===== src/rtl/upload_out_req_fifo.sv =====
// Packet-aware store-and-forward flit FIFO between the upload flit FSM and the ring
// local-out arbiter; flits are offered only once a whole packet (tail) is buffered.
module upload_out_req_fifo #(
  parameter int DEPTH  = 16,
  parameter int PTR_W  = 4,
  parameter int FLIT_W = 16
) (
  input  logic              clk,
  input  logic              rst,
  input  logic              en_flit_out,
  input  logic [FLIT_W-1:0] flit_in,
  input  logic [1:0]        ctrl_in,
  output logic              out_req_fifo_rdy,
  output logic [FLIT_W-1:0] flit_out,
  output logic [1:0]        ctrl_out,
  output logic              flit_valid,
  input  logic              ring_grant,
  output logic [PTR_W:0]    pkt_cnt,
  output logic [PTR_W:0]    flit_cnt,
  output logic              proto_err
);

  localparam logic [1:0]       CTRL_NONE = 2'b00;
  localparam logic [1:0]       CTRL_HEAD = 2'b01;
  localparam logic [1:0]       CTRL_TAIL = 2'b11;
  localparam logic [PTR_W:0]   FULL_CNT  = (PTR_W+1)'(DEPTH);
  localparam logic [PTR_W-1:0] LAST_IDX  = PTR_W'(DEPTH - 1);

  logic [FLIT_W+1:0] mem_r [DEPTH];
  logic [PTR_W-1:0]  wr_ptr_r;
  logic [PTR_W-1:0]  rd_ptr_r;
  logic [PTR_W:0]    flit_cnt_r;
  logic [PTR_W:0]    pkt_cnt_r;
  logic              in_pkt_r;
  logic              proto_err_r;

  logic              rdy_s;
  logic              push_req_s;
  logic              orphan_s;
  logic              wr_en_s;
  logic              pop_s;
  logic              valid_s;
  logic              dup_head_s;
  logic [FLIT_W+1:0] head_entry_s;

  assign rdy_s = (flit_cnt_r < FULL_CNT);

  // Push/pop qualification and head-of-FIFO read
  always_comb begin
    push_req_s   = en_flit_out && (ctrl_in != CTRL_NONE) && rdy_s;
    // body/tail outside a packet has nothing to attach to and is discarded
    orphan_s     = push_req_s && ctrl_in[1] && !in_pkt_r;
    wr_en_s      = push_req_s && !orphan_s;
    dup_head_s   = wr_en_s && (ctrl_in == CTRL_HEAD) && in_pkt_r;
    valid_s      = (flit_cnt_r != {(PTR_W+1){1'b0}}) && (pkt_cnt_r != {(PTR_W+1){1'b0}});
    pop_s        = valid_s && ring_grant;
    head_entry_s = (flit_cnt_r != {(PTR_W+1){1'b0}}) ? mem_r[rd_ptr_r] : {(FLIT_W+2){1'b0}};
  end

  // Flit storage (no reset: entries are only observed while counted)
  always_ff @(posedge clk) begin
    if (wr_en_s) begin
      mem_r[wr_ptr_r] <= {ctrl_in, flit_in};
    end
  end

  // Pointers, occupancy and packet counters
  always_ff @(posedge clk or posedge rst) begin
    if (rst) begin
      wr_ptr_r   <= {PTR_W{1'b0}};
      rd_ptr_r   <= {PTR_W{1'b0}};
      flit_cnt_r <= {(PTR_W+1){1'b0}};
      pkt_cnt_r  <= {(PTR_W+1){1'b0}};
    end else begin
      if (wr_en_s) begin
        wr_ptr_r <= (wr_ptr_r == LAST_IDX) ? {PTR_W{1'b0}} : wr_ptr_r + 1'b1;
      end
      if (pop_s) begin
        rd_ptr_r <= (rd_ptr_r == LAST_IDX) ? {PTR_W{1'b0}} : rd_ptr_r + 1'b1;
      end
      case ({wr_en_s, pop_s})
        2'b10:   flit_cnt_r <= flit_cnt_r + 1'b1;
        2'b01:   flit_cnt_r <= flit_cnt_r - 1'b1;
        default: flit_cnt_r <= flit_cnt_r;
      endcase
      case ({wr_en_s && (ctrl_in == CTRL_TAIL), pop_s && (head_entry_s[FLIT_W+1:FLIT_W] == CTRL_TAIL)})
        2'b10:   pkt_cnt_r <= pkt_cnt_r + 1'b1;
        2'b01:   pkt_cnt_r <= pkt_cnt_r - 1'b1;
        default: pkt_cnt_r <= pkt_cnt_r;
      endcase
    end
  end

  // Packet framing state and sticky protocol error
  always_ff @(posedge clk or posedge rst) begin
    if (rst) begin
      in_pkt_r    <= 1'b0;
      proto_err_r <= 1'b0;
    end else begin
      if (wr_en_s) begin
        case (ctrl_in)
          CTRL_HEAD: in_pkt_r <= 1'b1;
          CTRL_TAIL: in_pkt_r <= 1'b0;
          default:   in_pkt_r <= in_pkt_r;
        endcase
      end
      if (orphan_s || dup_head_s) begin
        proto_err_r <= 1'b1;
      end
    end
  end

  assign out_req_fifo_rdy = rdy_s;
  assign flit_out         = head_entry_s[FLIT_W-1:0];
  assign ctrl_out         = head_entry_s[FLIT_W+1:FLIT_W];
  assign flit_valid       = valid_s;
  assign pkt_cnt          = pkt_cnt_r;
  assign flit_cnt         = flit_cnt_r;
  assign proto_err        = proto_err_r;

endmodule


===== config.mk =====
export PLATFORM = sky130hd
export DESIGN_NAME = upload_out_req_fifo
export DESIGN_NICKNAME = d
export VERILOG_FILES = /design/src/rtl/upload_out_req_fifo.sv
export SDC_FILE = /design/constraint.sdc
export NUM_CORES = 1
export LEC_CHECK = 0
export ABC_AREA = 1
export CORE_UTILIZATION = 60
export CTS_CLUSTER_DIAMETER = 100
export DETAILED_ROUTE_END_ITERATION = 8
export DONT_BUFFER_PORTS = 1
export PLACE_DENSITY = 0.73
export SYNTH_ARGS = -nofsm -noshare
export SYNTH_HDL_FRONTEND = slang
export SYNTH_SLANG_ARGS = --single-unit

===== constraint.sdc =====
create_clock -name clk -period 5.8 [get_ports clk]
set_input_delay 0.58 -clock clk [delete_from_list [all_inputs] [get_ports clk]]
set_output_delay 0.58 -clock clk [all_outputs]
set_load 0.01 [all_outputs]

Yosys cells after proc, flatten, opt, wreduce, memory -nomap -nowiden
Memory sizes are Yosys's and may differ from the RTL's.
Index checks and enable logic that the tools add are counted.
{"block": "op_classes", "addsub": 6, "magnitude_cmp": 1, "n_eq_ne": 9, "mux": 8, "n_reduce_logical": 21}
{"op": "5-bit one-hot mux with 2 select lines", "n": 2}
{"op": "18-bit two-way mux", "n": 1}
{"op": "1-bit logical AND", "n": 11}
{"op": "5-bit by 1-bit adder with 5-bit output, second input constant", "n": 2}
{"op": "5-bit nonzero test", "n": 2}
{"op": "5-bit by 1-bit subtractor with 5-bit output, second input constant", "n": 2}
{"op": "4-bit by 1-bit adder with 4-bit output, second input constant", "n": 2}
{"op": "2-bit == test, second input constant", "n": 4}
{"op": "4-bit == test, second input constant", "n": 2}
{"op": "4-bit two-way mux", "n": 2}
{"op": "2-bit nonzero test", "n": 4}
{"op": "2-bit by 1-bit == test with 1-bit output, second input constant", "n": 3}
{"op": "5-bit < comparator, second input constant", "n": 1}
{"op": "1-bit logical NOT", "n": 2}
{"op": "1-bit two-way mux", "n": 2}
{"op": "1-bit one-hot mux with 2 select lines", "n": 1}
{"op": "2-bit AND reduction", "n": 1}
{"op": "1-bit logical OR", "n": 1}
{"block": "totals", "ff_bits": 20, "mem_bits_rw": 288, "word_cells": 52, "n_memories": 1}
{"name": "mem_r", "words": 16, "width": 18, "read_ports": 1, "rd_clocked_by_memory_dff": 0, "wr": 1, "line": "29", "rtl": "logic [FLIT_W+1:0] mem_r [DEPTH];"}

Logic depth before layout (Yosys ltp)
Gate-level depths: netlist of run 1.
{"block": "logic_depth", "ltp_word": 10, "ltp_mapped": 19, "depth_no_buf": 17}

Worst setup path after synthesis of run 1
Ideal clock, no wire load.
{"block": "synth_path", "kind": "register to register", "startpoint": "register rd_ptr_r[0]", "endpoint": "register pkt_cnt_r[4], in the netlist pkt_cnt[4]", "arrival_ns": 2.296, "required_time_ns": 5.717, "setup_slack_ns": 3.421, "path_stages_with_launch": 19, "path_buffers": 2, "period_less_slack_ns": 2.379, "cell_sequence": "dfrtp_1 inv_1 buf_4 buf_4 nand2_1 nand3_1 nand3_1 nand2_1 nand2_1 nand3_1 nor2_1 ha_1 fa_1 a21oi_1 nor2_1 nor2_1 xor2_1 nand2_1 o21ai_0"}
{"block": "synth_via", "elab_chain_len": 6, "word_cells_on_any_way": 8, "classes_between": "3 x eq/ne; 2 x mux; 2 x reduce/logical; 1 x memory"}
{"element": "start: declaration", "line": "31", "rtl": "logic [PTR_W-1:0] rd_ptr_r;"}
{"element": "start signal: assignment", "line": "71", "rtl": "rd_ptr_r <= {PTR_W{1'b0}};"}
{"element": "start signal: assignment", "line": "79", "rtl": "rd_ptr_r <= (rd_ptr_r == LAST_IDX) ? {PTR_W{1'b0}} : rd_ptr_r + 1'b1;"}
{"element": "memory 16 x 18 bit (*)"}
{"element": "18-bit two-way mux (*)", "line": "57", "rtl": "head_entry_s = (flit_cnt_r != {(PTR_W+1){1'b0}}) ? mem_r[rd_ptr_r] : {(FLIT_W+2){1'b0}};"}
{"element": "2-bit == test (*)", "line": "86", "rtl": "case ({wr_en_s && (ctrl_in == CTRL_TAIL), pop_s && (head_entry_s[FLIT_W+1:FLIT_W] == CTRL_TAIL)})"}
{"element": "1-bit logical AND (*)", "line": "86"}
{"element": "2-bit by 1-bit == test with 1-bit output or 2-bit == test (tied branches)", "line": "86"}
{"element": "5-bit one-hot mux with 2 select lines or 2-bit nonzero test (tied branches)"}
{"element": "end signal: assignment", "line": "87", "rtl": "2'b10: pkt_cnt_r <= pkt_cnt_r + 1'b1;"}
{"element": "end signal: assignment", "line": "88", "rtl": "2'b01: pkt_cnt_r <= pkt_cnt_r - 1'b1;"}
{"element": "end signal: assignment", "line": "89", "rtl": "default: pkt_cnt_r <= pkt_cnt_r;"}
{"element": "end: declaration", "line": "33", "rtl": "logic [PTR_W:0] pkt_cnt_r;"}
Mark *: on every way between the ends. The rest lies on a longest branch, timed or not.
A chain may end at the register's enable or synchronous reset.

Worst setup path in the final report of run 1
{"block": "layout_path", "startpoint": "register rd_ptr_r[0]", "endpoint": "output port flit_out[7]"}
{"block": "layout_via", "elab_chain_len": 2}
{"element": "memory 16 x 18 bit"}
{"element": "18-bit two-way mux", "line": "57"}
{"element": "end: declaration", "line": "14", "rtl": "output logic [FLIT_W-1:0] flit_out,"}
Every way passes these cells.

==> impl_summary.log, run 1 <==
INFO  metric nNetsFinal = 1155
INFO  metric post_synth_main_area_contributors = sky130_fd_sc_hd__edfxtp_1 (67%), sky130_fd_sc_hd__nand2_1 (12%), sky130_fd_sc_hd__nand3_1 (8.8%)
INFO  metric synth_largest_area_cell = sky130_fd_sc_hd__edfxtp_1
INFO  metric grt_antenna_before_repair = 0
INFO  metric core_region_area = 21000 µm²
INFO  metric drt_drc_violations_left = 0
INFO  metric timing.slew.headroom = 33.1%
INFO  metric vias_per_cell = 5.84
INFO  metric synthesis.area_per_instance = 11.4 µm²
INFO  metric hold_violations = 0
INFO  metric timing.critical_path.to_type = output pin
INFO  metric setup_buffers_after_cts = 0
INFO  metric seq_power_share = 40.4%
INFO  metric drt_first_pass_iters = 8
INFO  metric power.leakage = 5.26 nW
INFO  metric start_util = 61.2%
INFO  metric synthToLayoutAreaGrowth = 9.29%
INFO  metric ctsResizeCount = 0
INFO  metric power.net_switching = 0.00255 W
INFO  metric postSynthCellCount = 1126
INFO  metric yosys_warnings = 0
INFO  metric number_of_global_route_vias_before_repair = 7863
INFO  metric antenna_cells_inserted = 0
INFO  metric combinationalPowerShare = 31.8%
INFO  metric period_share = 72.9%
INFO  metric power_report.internal_total = 0.00438 W
INFO  metric tightestPinTransition = 1.00 ns
INFO  metric global_route_wire_length_before_repair = 43900 µm
INFO  metric avgRoutedWirePerCell = 20.4 µm
INFO  metric core.rowCount = 53
INFO  metric place.detailed.hpwl = 15400 µm
INFO  metric rsz0062_at_grt = no
INFO  metric clock_skew = 0.0188 ns
INFO  metric synth.lib_cells_used.distinct = 26
INFO  metric num_io_pins = 53
INFO  metric cp_max_fo = 97
INFO  metric netlist_area = 12900 µm²
INFO  metric seq_area_frac_synth = 71.1%
INFO  metric cts-htree-levels = 1
INFO  metric crit_arrival = 3.65 ns
INFO  metric dr_total_vias = 8262
INFO  metric ctsLongestPathBuffers = 3
INFO  metric dpl.cell_count = 1361
INFO  metric report.final.setup_viol = 0
INFO  metric yosys.area.top_type_share = 67.2%
INFO  metric clock.fmax = 237 MHz
INFO  metric grt_use_total = 27.1%
INFO  metric finalWirelength = 28900 µm
INFO  metric die_area = 22000 µm²
INFO  metric dieHeight = 148 µm
INFO  metric cap_viol_max_count = 0
INFO  metric cts_root_buffer = sky130_fd_sc_hd__clkbuf_16
INFO  metric synth_seq_cells = 308
INFO  metric power_density = 493 nW/µm²
INFO  metric globalRoute.totalOverflow = 0
INFO  metric cts_tree = built
INFO  metric timing.final.max_slew_violations = 0
INFO  metric min-delay-path-class = input port to asynchronous set/reset pin
INFO  metric worst_ep_required_time = 5.22 ns
INFO  metric timing_worst_setup_path_type = flip-flop to output pin
INFO  metric tns = 0 ns
INFO  metric cts.sinks = 308
INFO  metric floorplan.die.width = 148 µm
INFO  metric clk_pin_slew_worst_paths = 0.06 ns
INFO  metric gp_congestion = 0.785
INFO  metric number_of_buffers_added_by_the_clock_tree_synthesis_step = 30
INFO  metric finalCriticalPeriod = 4.23 ns
INFO  metric layout.filler_cells = 1497
INFO  metric post_route_cells_drive_above_1_share = 7.63%
INFO  metric numPortBuffers = 0
INFO  metric largest_net_degree_at_the_start_of_global_routing = 98
INFO  metric worst_setup_path_start_kind = flip-flop
INFO  metric status = completed
INFO  metric ctsHoldBuffers = 0
INFO  metric final_cells = 1415
INFO  metric violation_count_after_the_first_detailed_routing_iteration = 821
INFO  metric ant_nets = 0
INFO  metric clock_latency_on_the_worst_skew_pair = 0.55 ns
INFO  metric max-vdd-ir-drop = 0.331 mV
INFO  metric mappedNetlistNets = 1163
INFO  metric sw_frac_of_total = 36.8%
INFO  metric clock_share_of_power = 27.8%
==> placed cells by master (no fill, tap or decap), types with 13 or more instances in the layout <==
master,Yosys,final
sky130_fd_sc_hd__inv_1,31,30
sky130_fd_sc_hd__buf_4,5,20
sky130_fd_sc_hd__ha_1,13,13
sky130_fd_sc_hd__nor2_2,1,16
sky130_fd_sc_hd__nand3_1,226,226
sky130_fd_sc_hd__dfrtp_1,20,18
sky130_fd_sc_hd__nand2_1,402,402
sky130_fd_sc_hd__clkbuf_16,0,31
sky130_fd_sc_hd__a21oi_1,23,23
sky130_fd_sc_hd__nor2_1,31,15
sky130_fd_sc_hd__edfxtp_1,288,288
==> kinds of logic (layout without fill, tap and decap cells) <==
group / after synthesis / count (layout) / share of synthesized area [%]
compound gates: 36 / 36 / 1.47
xor+xnor: 9 / 9 / 0.612
fa+ha+maj: 15 / 15 / 1.58
buf+inv: 94 / 108 / 3.56
flops: 308 / 308 / 71.1
simple gates: 664 / 664 / 21.7
==> synthesized netlist by cell type, drive strengths merged <==
| master | instances |
|---|---|
| nand2 | 402 |
| edfxtp | 288 |
| nand3 | 226 |
| buf | 48 |
| inv | 33 |
| nor2 | 32 |
| a21oi | 23 |
| dfrtp | 20 |
| ha | 13 |
| clkbuf | 12 |
| o21ai | 9 |
| xor2 | 5 |
| xnor2 | 4 |
| a31oi | 2 |
| fa | 2 |
| nor3 | 2 |
| a31o | 1 |
| clkinv | 1 |
| nand4 | 1 |
| o21a | 1 |
| or2 | 1 |
==> state kept, by name, summed over array words and instances, names as in the netlist <==
signal	flops
mem_r	288
pkt_cnt	5
flit_cnt	5
in_pkt_r	1
proto_err	1
wr_ptr_r	4
rd_ptr_r	4
==> routing by layer <==
metal	global-route usage, %	up-vias	routed length, µm
met5	0	-	0
met4	10.8	0	975
met3	4.42	68	2270
met2	44.2	337	13700
met1	36.6	3990	12000
li1	-	3867	-
==> metrics by stage <==
stage	utilization, %	setup WS [ns]	total power (W)	hold WS, ns	area [µm²]
after floorplan	-	3.42	0.00450	0.486	12900
after global placement	62.2	2.11	0.00499	0.503	13100
after detailed placement	62.2	2.07	0.00503	0.521	13100
after CTS	66.9	1.59	0.00694	0.0930	14100
after global routing	66.9	1.34	0.00730	0.102	14100
final	66.9	1.57	0.00693	0.0764	14100
==> power by group through the flow <==
| stage | Sequential [W] | Combinational (W) | Clock (W) |
|---|---|---|---|
| after floorplan | 0.00272 | 0.00177 | 0 |
| after global placement | 0.00284 | 0.00215 | 0 |
| after detailed placement | 0.00285 | 0.00218 | 0 |
| after CTS | 0.00280 | 0.00220 | 0.00194 |
| after global routing | 0.00282 | 0.00246 | 0.00202 |
| final | 0.00280 | 0.00220 | 0.00193 |
==> critical path, cell delays in order (launching register included) <==
cell and delay [ns]:
sky130_fd_sc_hd__dfrtp_4 0.73, sky130_fd_sc_hd__inv_4 0.83, sky130_fd_sc_hd__buf_4 0.61, sky130_fd_sc_hd__nand2_1 0.10, sky130_fd_sc_hd__nand3_1 0.09, sky130_fd_sc_hd__nand3_1 0.09
sky130_fd_sc_hd__nand2_1 0.09, sky130_fd_sc_hd__nand2_1 0.05, sky130_fd_sc_hd__a21oi_1 0.43
==> final timing paths <==
check | startpoint | endpoint | slack (ns) | depth (start not counted)
worst max-delay path | rd_ptr_r[0] | flit_out[7] | 1.57 | 8
worst min-delay path | rst | pkt_cnt[3] | 0.08 | 1
worst max register to register | rd_ptr_r[0] | pkt_cnt[4] | 1.98 | 17
worst min register to register | in_pkt_r | in_pkt_r | 0.53 | 1
max in group asynchronous | rst | rd_ptr_r[0] | 5.11 | 1
min in group clk | flit_in[14] | mem_r[11][14] | 0.12 | 0
==> final cells by class <==
cell class                      instances  area [µm²]  share of cell area (%)
Timing Repair Buffer                   20         150                    1.07
Inverter                               34         130                   0.925
Sequential cell                       308        9150                    65.1
Clock buffer                           37         798                    5.68
Multi-Input combinational cell        724        3310                    23.5
Clock inverter                         17         180                    1.28
Tap cell                              275         344                    2.45
(Power assumes the default switching activity.)
==> inputs of run 2 (changes only) <==
--- a/config.mk
+++ b/config.mk
@@ -6,11 +6,11 @@
 export NUM_CORES = 1
 export LEC_CHECK = 0
 export ABC_AREA = 1
-export CORE_UTILIZATION = 60
+export CORE_UTILIZATION = 57
 export CTS_CLUSTER_DIAMETER = 100
 export DETAILED_ROUTE_END_ITERATION = 8
 export DONT_BUFFER_PORTS = 1
-export PLACE_DENSITY = 0.73
+export PLACE_DENSITY = 0.72
 export SYNTH_ARGS = -nofsm -noshare
 export SYNTH_HDL_FRONTEND = slang
 export SYNTH_SLANG_ARGS = --single-unit
==> constraint.sdc (replaced) <==
create_clock -name clk -period 3.7 [get_ports clk]
set_input_delay 0.37 -clock clk [delete_from_list [all_inputs] [get_ports clk]]
set_output_delay 0.37 -clock clk [all_outputs]
set_load 0.01 [all_outputs]
==> impl_summary.log, run 2 (same netlist as run 1, synthesis figures left out) <==
INFO  metric die_area = 23200 µm²
INFO  metric synthToLayoutAreaGrowth = 11.3%
INFO  metric gp_congestion = 0.842
INFO  metric drt_first_pass_iters = 8
INFO  metric sw_frac_of_total = 37.9%
INFO  metric cts.sinks = 308
INFO  metric clock.fmax = 298 MHz
INFO  metric crit_arrival = 2.99 ns
INFO  metric clock_skew = 0.0108 ns
INFO  metric cp_cell_sequence = inv_4 -> buf_6 -> nand2_1 -> nand3_1 -> nand3_1 -> nand2_1 -> nand2_1 -> a21oi_1
INFO  metric globalRoute.totalOverflow = 0
INFO  metric start_util = 58.6%
INFO  metric dr_total_vias = 8522
INFO  metric combinationalPowerShare = 33.7%
INFO  metric period_share = 90.7%
INFO  metric layout_common_cells = sky130_fd_sc_hd__nand2_1 (402), sky130_fd_sc_hd__edfxtp_1 (288), sky130_fd_sc_hd__nand3_1 (226), sky130_fd_sc_hd__clkbuf_16 (31), sky130_fd_sc_hd__inv_1 (30)
INFO  metric num_io_pins = 53
INFO  metric report.final.setup_viol = 0
INFO  metric timing_worst_setup_path_type = flip-flop to output pin
INFO  metric ctsLongestPathBuffers = 3
INFO  metric drt_drc_violations_left = 2
INFO  metric cts_tree = built
INFO  metric timing.final.max_slew_violations = 0
INFO  metric numPortBuffers = 0
INFO  metric number_of_global_route_vias_before_repair = 8403
INFO  metric rsz0062_at_grt = no
INFO  metric post_route_cells_drive_above_1_share = 8.35%
INFO  metric dieHeight = 152 µm
INFO  metric antenna_cells_inserted = 0
INFO  metric timing.slew.headroom = 42.2%
INFO  metric worst_setup_path_start_kind = flip-flop
INFO  metric cts_root_buffer = sky130_fd_sc_hd__clkbuf_16
INFO  metric power_density = 763 nW/µm²
INFO  metric power_report.internal_total = 0.00679 W
INFO  metric finalPower = 0.0109 W
INFO  metric floorplan.die.width = 152 µm
INFO  metric tns = 0 ns
INFO  metric seq_power_share = 39.7%
INFO  metric clock_latency_on_the_worst_skew_pair = 0.55 ns
INFO  metric nNetsFinal = 1187
INFO  metric cp_slowest_cell = sky130_fd_sc_hd__dfrtp_4
INFO  metric register_area = 9150 µm²
INFO  metric max-vdd-ir-drop = 0.545 mV
INFO  metric grt_antenna_before_repair = 0
INFO  metric global_route_wire_length_before_repair = 47900 µm
INFO  metric avgRoutedWirePerCell = 21.3 µm
INFO  metric timing.critical_path.to_type = output pin
INFO  metric largest_register_ffs = 288
INFO  metric cpLargestDelayFamily = buffers and inverters
INFO  metric largest_net_degree_at_the_start_of_global_routing = 96
INFO  metric core.rowCount = 54
INFO  metric grt_use_total = 27.2%
INFO  metric power.net_switching = 0.00414 W
INFO  metric area_of_the_multi_input_gates = 3300 µm²
INFO  metric critical-path-top-cell-by-count = sky130_fd_sc_hd__nand2_1
INFO  metric place.detailed.hpwl = 17100 µm
INFO  metric worst_ep_required_time = 3.33 ns
INFO  metric tightestPinTransition = 0.867 ns
INFO  metric power.leakage = 5.38 nW
INFO  metric hold_violations = 0
INFO  metric clock_share_of_power = 26.5%
INFO  metric critical_path.max_stage_delay = 0.61 ns
INFO  metric cap_viol_max_count = 0
INFO  metric violation_count_after_the_first_detailed_routing_iteration = 1131
INFO  metric cts-htree-levels = 1
INFO  metric status = complete, but fails checks
INFO  metric vias_per_cell = 5.86
INFO  metric registers.top_by_ff_count = mem_r
INFO  metric critPathBufInv = 2
INFO  metric number_of_buffers_added_by_the_clock_tree_synthesis_step = 31
INFO  metric finalCriticalPeriod = 3.36 ns
INFO  metric cp_max_fo = 95
INFO  metric ant_nets = 0
INFO  metric min-delay-path-class = input port to flip-flop
INFO  metric finalWirelength = 30900 µm
INFO  metric layout.filler_cells = 1603
INFO  metric clk_pin_slew_worst_paths = 0.06 ns
INFO  metric core_region_area = 22000 µm²
INFO  metric mostFrequentLayoutCell = sky130_fd_sc_hd__nand2_1
INFO  metric violations = design-rule violations
==> run 2: cell types whose count changed in the layout (fill, tap and decap cells not counted), sizes merged <==
cell	change
inv	+1
clkinvlp	+1
bufinv	-3
clkinv	-2
dlygate4sd3	+20
buf	+11
clkbuf	+6
==> run 2: path summary, 6_finish.rpt <==
check / startpoint / slack [ns] / cells past startpoint / end
setup / recovery: rd_ptr_r[0] / 0.34 / 8 / flit_out[12]
hold / removal: ctrl_in[1] / 0.07 / 2 / in_pkt_r
setup reg to reg: rd_ptr_r[1] / 0.67 / 15 / pkt_cnt[4]
hold reg to reg: in_pkt_r / 0.53 / 1 / in_pkt_r
max in group asynchronous: rst / 2.63 / 2 / rd_ptr_r[0]
min in group asynchronous: rst / 0.45 / 2 / flit_cnt[0]
==> run 2: timing repair <==
| action | 4_1_cts | 5_1_grt |
|---|---|---|
| hold buffers | 20 | 0 |
| setup buffers | 0 | 0 |
| endpoints found under the setup margin | 0 | 7 |
| gates resized for setup | 0 | 1 |
| endpoints found under the hold margin | 309 | 0 |
==> run 2: layer usage <==
layer	track usage [%]	vias up	share of wire (%)	wire length [µm]
li1	-	3948	-	-
met1	37.9	4126	41	12700
met2	43.9	387	48	14700
met3	4.72	61	8.7	2680
met4	9.14	0	2.5	780
met5	0	-	0	0
==> run 2: power groups by stage <==
stage          clock (W)  sequential [W]  combinational, W
4_1_cts          0.00293         0.00434           0.00368
6_report         0.00290         0.00434           0.00369
3_3_place_gp           0         0.00439           0.00351
5_1_grt          0.00304         0.00437           0.00412
2_1_floorplan          0         0.00427           0.00278
3_5_place_dp           0         0.00441           0.00360
==> run 2: area by class of cell <==
type                       instances  share of cell area [%]
tap                              280                    2.45
clock buffer                      43                    5.87
timing repair buffer              51                    3.14
multi-input combinational        724                    23.1
sequential                       308                    63.9
clock inverter                    14                   0.681
inverter                          34                   0.908
==> run 2: metrics by stage <==
stage               utilization, %  hold WS [ns]  cells  area (µm²)  setup slack, ns
CTS                           65.2        0.0473   1454       14300           0.0955
finish                        65.2        0.0749   1454       14300            0.344
global route                  65.2        0.0621   1454       14300            0.127
global placement              60.0         0.470   1377       13200            0.745
floorplan                        -         0.334   1126       12900             1.32
detailed placement            60.0         0.469   1377       13200            0.716
==> run 2: worst reg2reg max path: stages (launching register included) <==
cell and delay [ns]:
sky130_fd_sc_hd__dfrtp_2 0.74, sky130_fd_sc_hd__buf_4 0.44, sky130_fd_sc_hd__nand2_1 0.12, sky130_fd_sc_hd__nand3_1 0.10, sky130_fd_sc_hd__nand2_1 0.07, sky130_fd_sc_hd__nand2_1 0.06, sky130_fd_sc_hd__nand3_1 0.11, sky130_fd_sc_hd__nor2_1 0.13
sky130_fd_sc_hd__ha_1 0.30, sky130_fd_sc_hd__ha_1 0.33, sky130_fd_sc_hd__a21oi_1 0.14, sky130_fd_sc_hd__nor2_1 0.05, sky130_fd_sc_hd__nor2_1 0.11, sky130_fd_sc_hd__xor2_1 0.15, sky130_fd_sc_hd__nand2_1 0.06, sky130_fd_sc_hd__o21ai_0 0.06
